## src/rtl/logic_sweep_controller.sv

```systemverilog
// Exhaustive 16-vector sweep of a 4-input logic function: drives A..D,
// samples F after a settle delay and records mismatches against A&(B|C|~D).
`timescale 1ns/1ps
module logic_sweep_controller #(
    parameter int unsigned SETTLE_CYCLES = 1
) (
    input  logic        clk,
    input  logic        reset,
    input  logic        start,
    input  logic        f_in,
    output logic        a_out,
    output logic        b_out,
    output logic        c_out,
    output logic        d_out,
    output logic [3:0]  case_idx,
    output logic        busy,
    output logic        done,
    output logic [4:0]  err_count,
    output logic [15:0] fail_vec,
    output logic        pass
);

    typedef enum logic [1:0] {
        IDLE,
        DRIVE,
        CHECK,
        DONE
    } state_t;

    localparam logic [3:0] SETTLE_LAST = 4'(SETTLE_CYCLES - 1);

    state_t     state;
    logic [3:0] settle_cnt;
    logic       expected_f;

    assign expected_f = case_idx[3] & (case_idx[2] | case_idx[1] | ~case_idx[0]);

    always_ff @(posedge clk) begin
        if (reset) begin
            state      <= IDLE;
            case_idx   <= '0;
            settle_cnt <= '0;
            {a_out, b_out, c_out, d_out} <= '0;
            busy       <= 1'b0;
            done       <= 1'b0;
            err_count  <= '0;
            fail_vec   <= '0;
            pass       <= 1'b0;
        end else begin
            done <= 1'b0;
            case (state)
                IDLE: begin
                    {a_out, b_out, c_out, d_out} <= '0;
                    if (start) begin
                        case_idx   <= '0;
                        settle_cnt <= '0;
                        err_count  <= '0;
                        fail_vec   <= '0;
                        pass       <= 1'b0;
                        busy       <= 1'b1;
                        state      <= DRIVE;
                    end
                end
                DRIVE: begin
                    if (settle_cnt == SETTLE_LAST) begin
                        state <= CHECK;
                    end else begin
                        settle_cnt <= settle_cnt + 4'd1;
                    end
                end
                CHECK: begin
                    if (f_in != expected_f) begin
                        fail_vec[case_idx] <= 1'b1;
                        err_count          <= err_count + 5'd1;
                    end
                    if (case_idx != 4'd15) begin
                        case_idx   <= case_idx + 4'd1;
                        settle_cnt <= '0;
                        {a_out, b_out, c_out, d_out} <= case_idx + 4'd1;
                        state      <= DRIVE;
                    end else begin
                        // case_idx stays at 15; the function inputs are released
                        {a_out, b_out, c_out, d_out} <= '0;
                        busy  <= 1'b0;
                        state <= DONE;
                    end
                end
                DONE: begin
                    done  <= 1'b1;
                    pass  <= (err_count == 5'd0);
                    state <= IDLE;
                end
                default: state <= IDLE;
            endcase
        end
    end

endmodule

```

## config.mk

```make
export PLATFORM = sky130hd
export DESIGN_NAME = logic_sweep_controller
export DESIGN_NICKNAME = d
export VERILOG_FILES = /design/src/rtl/logic_sweep_controller.sv
export SDC_FILE = /design/constraint.sdc
export NUM_CORES = 1
export LEC_CHECK = 0
export ABC_AREA = 1
export BUFFER_PORTS_ARGS = -buffer_cell sky130_fd_sc_hd__buf_4
export CAP_MARGIN = 5
export CORE_ASPECT_RATIO = 1.5
export CORE_UTILIZATION = 50
export CTS_CLUSTER_SIZE = 12
export DETAILED_ROUTE_END_ITERATION = 16
export GPL_ROUTABILITY_DRIVEN = 0
export PLACE_DENSITY = 0.8
export SLEW_MARGIN = 20
export SYNTH_ARGS = -nofsm -noshare
export SYNTH_HDL_FRONTEND = slang
export SYNTH_SLANG_ARGS = --single-unit
export TNS_END_PERCENT = 1
```

## constraint.sdc

```tcl
create_clock -name clk -period 3.86 [get_ports clk]
set_input_delay 0.386 -clock clk [delete_from_list [all_inputs] [get_ports clk]]
set_output_delay 0.386 -clock clk [all_outputs]
set_load 0.02 [all_outputs]
```

# Word level (Yosys, flattened, before mapping)
# Index checks and enable logic that the tools add are counted.
# Widths: inputs -> output; s select.
dict set report word_totals {
  word_cells 78
  ff_bits 38
  out_inout_bits 32
}
dict set report op_classes {
  add_sub_neg 3
  bitwise 5
  n_reduce_logical 13
  mux 32
  n_eq_ne 11
  magnitude_cmp 2
}
# cell n
set ops {}
lappend ops {{$mux 16} 2}
lappend ops {{$pmux 16 s2} 1}
lappend ops {{$mux 4} 4}
lappend ops {{$or 16x16->16} 1}
lappend ops {{$ne 2x2->1 const B} 6}
lappend ops {{$pmux 1 s2} 6}
lappend ops {{$pmux 4 s3} 1}
lappend ops {{$mux 5} 2}
lappend ops {{$pmux 5 s2} 1}
lappend ops {{$mux 1} 9}
lappend ops {{$reduce_and 3->1} 3}
lappend ops {{$add 4x1->4 const B} 2}
lappend ops {{$pmux 2 s4} 1}
lappend ops {{$pmux 4 s2} 1}
lappend ops {{$mux 2} 3}
lappend ops {{$add 5x1->5 const B} 1}
lappend ops {{$logic_not 5->1} 1}
lappend ops {{$lt 4x5->1 const B} 1}
lappend ops {{$demux 1 s4} 1}
lappend ops {{$eq 2x2->1 const B} 2}
lappend ops {{$ge 4x1->1 const B} 1}
lappend ops {{$logic_not 4->1} 1}
lappend ops {{$ne 4x4->1 const B} 1}
lappend ops {{$reduce_and 2->1} 2}
lappend ops {{other kinds (10)} 12}

# Depth between registers and ports, before layout
dict set report logic_depth {
  word_depth 7
  depth_mapped 10
}

# Worst setup path after synthesis
# No wires, ideal clock.
dict set report synth_timing {
  path_kind {flip-flop to flip-flop}
  start {reg case_idx[0]}
  end {reg settle_cnt[0]}
  n_path_buf 0
  setup_time_ns 0.066
  setup_slack_ns 2.362
  arrival_time_ns 1.432
  period_less_slack_ns 1.498
  path_stages_with_launch 10
  cell_sequence {dfxtp_1 -> ha_1 -> inv_1 -> nor2_4 -> nand2_2 -> nand2_2 -> nor2_2 -> nor2_4 -> nand2_1 -> a21oi_2}
}
dict set report synth_between {
  elab_chain_len 3
}
# element line
set synth_rtl {}
lappend synth_rtl {{start: declaration} 15} ;# output logic [3:0] case_idx,
lappend synth_rtl {{start signal: assignment} 77} ;# case_idx <= case_idx + 4'd1;
lappend synth_rtl {{$ne 4x4->1} 76} ;# if (case_idx != 4'd15) begin
lappend synth_rtl {{$ne 2x2->1 (no source line)} -}
lappend synth_rtl {{$reduce_and 4->1 (no source line)} -}
lappend synth_rtl {{end signal: assignment} 68} ;# settle_cnt <= settle_cnt + 4'd1;
lappend synth_rtl {{end: declaration} 33} ;# logic [3:0] settle_cnt;
# No other way between the ends.
# A chain may end at the register's enable or synchronous reset.

# Worst setup path after layout
dict set report layout_timing {
  start {reg state[0]}
  end {reg fail_vec[5]}
}
dict set report layout_between {
  elab_chain_len 3
  elab_cells_between_ends 7
}
# element line
set layout_rtl {}
lappend layout_rtl {{start: declaration} 32} ;# state_t state;
lappend layout_rtl {{start signal: assignment} 40} ;# state <= IDLE;
lappend layout_rtl {{start signal: assignment} 61} ;# state <= DRIVE;
lappend layout_rtl {{start signal: assignment} 66} ;# state <= CHECK;
lappend layout_rtl {{$eq 2x2->1 / $logic_not 2->1 (equally long branches)} 51} ;# case (state)
lappend layout_rtl {{$ne 2x2->1 (no source line) / $reduce_bool 2->1 (equally long branches)} -}
lappend layout_rtl {{$reduce_and 3->1 (no source line)} -}
lappend layout_rtl {{end signal: assignment} 47} ;# fail_vec <= '0;
lappend layout_rtl {{end signal: assignment} 58} ;# fail_vec <= '0;
lappend layout_rtl {{end signal: indexed assignment} 73} ;# fail_vec[case_idx] <= 1'b1;
lappend layout_rtl {{end: declaration} 19} ;# output logic [15:0] fail_vec,
# Several ways; a longest one is shown, not always the timed one.

==> run_results.csv <==
group,metric,value,unit
critical_path,cp.depth,4,
floorplanning,die_x,51.98,µm
sta,slew_headroom,54.61,%
sta,finClkSkew,0.002628,ns
route,drt_iter0_markers,33,
critical_path,r2r-start,"state[0]",
sta,worst_slack,2.207,ns
clocking,cts_tree,"built",
route,vias_per_cell,4.826,
sta,slew_viol_final,0,
route,drtAntennaViolNets,0,
clocking,clock-sinks,38,
clocking,post_cts_buffers,0,
sta,layout_worst_path_cycle_share,42.82,%
critical_path,slowest_delay,0.57,ns
route,wl_per_cell,11.03,µm
cells_and_area,area_growth,18.70,%
power_and_ir_drop,peakVddDrop,246.4,µV
synthesis,async_flop_share,0,%
floorplanning,die_h,76.96,µm
critical_path,crit_type,"flip-flop to flip-flop",
synthesis,seq_area_frac_synth,40.61,%
critical_path,crit_slowest_cell,"dfxtp_1",
synthesis,ys_warn_count,0,
clocking,cts_resized,0,
sta,setup_viol,0,
cells_and_area,drive_gt1_share,23.78,%
global_route,grt_first_pass_wirelength,6168,µm
placement,pre_cts_slack,2.209,ns
synthesis,syn_avg_cell_area,7.522,µm²
floorplanning,io_pins,36,
global_route,overflow,0,
min_path,hold_class,"primary input to flip-flop",
floorplanning,coreArea,0.003481,mm²
synthesis,synth_edf_count,0,
power_and_ir_drop,p_per_area,359.6,mW/mm²
synthesis,synth_top_area_share,40.61,%
synthesis,ys.flop_type,"dfxtp_1",
critical_path,path_max_fanout,16,
critical_path,cp_cell_sequence,"inv_1 -> nand3_2 -> nand2_1 -> a21oi_1",
route,wirelength,3618,µm
critical_path,required,4.07,ns
min_path,hold_path_depth,2,
synthesis,synth_cell_types,24,
sta,fmax,605.0,MHz
synthesis,synth_common_cells,"nand2_1, inv_1, dfxtp_1, nor2_1, a21oi_1",
floorplanning,num_rows,26,
route,drc,0,
clocking,clk_pin_slew,0.07,ns
floorplanning,start_util,53.81,%
clocking,cts_buffer_depth,2,
cells_and_area,multi_input_area,902.1,µm²
critical_path,r2r_cells,4,
sta,tightest_slew,0.6792,ns
cells_and_area,n_fill_cell,314,
sta,period_minus_slack,1.653,ns
sta,final_hold_viol_count,0,
synthesis,yosys-top-cells-area,"dfxtp_1, nand2_1, inv_1",
critical_path,crit_path_end_kind,"flip-flop",
cells_and_area,diodes,0,
synthesis,syn_area,0.001873,mm²
cells_and_area,regArea,760.7,µm²
critical_path,start_kind,"flip-flop",
critical_path,startpoint,"state[0]",
power_and_ir_drop,power,0.7996,mW
critical_path,cp_top_family,"simple AND/OR/NAND/NOR gates",
sta,rsz0062_at_grt,"false",
synthesis,synth_top_area_cell,"dfxtp_1",
clocking,hold_buffers,0,
critical_path,crit_arrival,1.86,ns
cells_and_area,layout.nets,297,
sta,fin_setup_tns,0,ns
synthesis,syn_inst,249,
clocking,h-tree-depth,2,
placement,place_hpwl,2736,µm
global_route,grt_usage,20.11,%
critical_path,crit_buf_inv,1,
floorplanning,dieArea,0.004000,mm²
route,firstDrtPassIters,4,
run_status,status,"finished clean",
clocking,insertion_delay,0.29,ns
synthesis,synth_most_common_cell,"nand2_1",
run,drv_cap,0,
route,vias,1583,
clocking,clockRootBuffer,"clkbuf_8",
global_route,grt_pass1_vias,1457,
placement,io_buffers,35,
min_path,worstHoldStart,"reset",
power_and_ir_drop,p_leak,0.9232,nW
global_route,antenna_found_initial,0,
synthesis,syn_nets,261,
global_route,grt_max_degree,23,
synthesis,synth_seq_cells,38,
clocking,cts_buffers,5,
==> stage by stage <==
stage | std cells | util, % | cell area, µm² | hold slack, ns
6_report | 328 | 63.87 | 2223 | 0.3833
5_1_grt | 328 | 63.87 | 2223 | 0.3949
2_1_floorplan | 249 | - | 1873 | 0.4463
3_3_place_gp | 320 | 61.25 | 2132 | 0.4395
4_1_cts | 328 | 63.87 | 2223 | 0.3833
3_5_place_dp | 320 | 61.25 | 2132 | 0.4432
==> sequential cells by signal, indices dropped and copies added (netlist names) <==
name and cells:
a_out 1, b_out 1, busy 1, c_out 1, case_idx 4, d_out 1
done 1, err_count 5, fail_vec 16, pass 1, settle_cnt 4, state 2
==> cell usage in the layout, fill, tap and decap left out, types with 2 or more instances in the layout <==
master,netlist,final
a21oi_1,21,21
a21oi_2,12,12
buf_4,1,35
clkbuf_8,0,6
dfxtp_1,38,38
ha_1,8,8
inv_1,39,39
inv_2,2,2
nand2_1,59,59
nand2_2,2,2
nand2_4,2,2
nand3_1,13,13
nand3_2,2,2
nand4_1,7,7
nor2_1,26,26
nor2_4,4,4
o21ai_0,2,2
==> report_power, final <==
part           internal [mW]  total, mW  switching [mW]
combinational         0.0343      0.103          0.0691
clock                  0.144      0.280           0.136
sequential             0.403      0.416          0.0137
==> final timing paths <==
path / endpoint / slack (ns)
setup / recovery: fail_vec[5] / 2.21
hold / removal: err_count[2] / 0.38
setup reg to reg: fail_vec[5] / 2.21
hold reg to reg: fail_vec[3] / 0.45
==> routing by layer <==
metal | part of all wire, % | track usage, % | routed length [µm]
met5 | 0 | 0 | 0
met4 | 2.2 | 10.54 | 81
met3 | 3.5 | 5.556 | 126
met2 | 51 | 33.97 | 1853
met1 | 43 | 21.82 | 1557
==> cell families (layout without fill, tap and decap cells) <==
| group | count (synthesis) | after routing | synth area share, % |
|---|---|---|---|
| AND/OR/NAND/NOR | 119 | 119 | 30.26 |
| AO/OA/AOI/OAI | 37 | 37 | 12.56 |
| flip-flops | 38 | 38 | 40.61 |
| adder cells (fa/ha/maj) | 8 | 8 | 5.344 |
| buffers and inverters | 47 | 84 | 11.22 |
==> layout make-up <==
class	instances	share of cell area (%)
clock buffers	7	3.883
clock inverters	1	0.2251
inverters	41	6.922
multi-input cells	164	40.57
flip-flops and latches	38	34.22
well taps	42	2.364
repair buffers	35	11.82
==> worst reg2reg max path: cells and delay by family (launching register included) <==
family | cells | cell delay (ns)
DFF | 1 | 0.57
and+or+nand+nor | 2 | 0.59
AOI/OAI and AO/OA | 1 | 0.26
buffers and inverters | 1 | 0.15
Note: power is estimated with default switching activity, not from simulation.
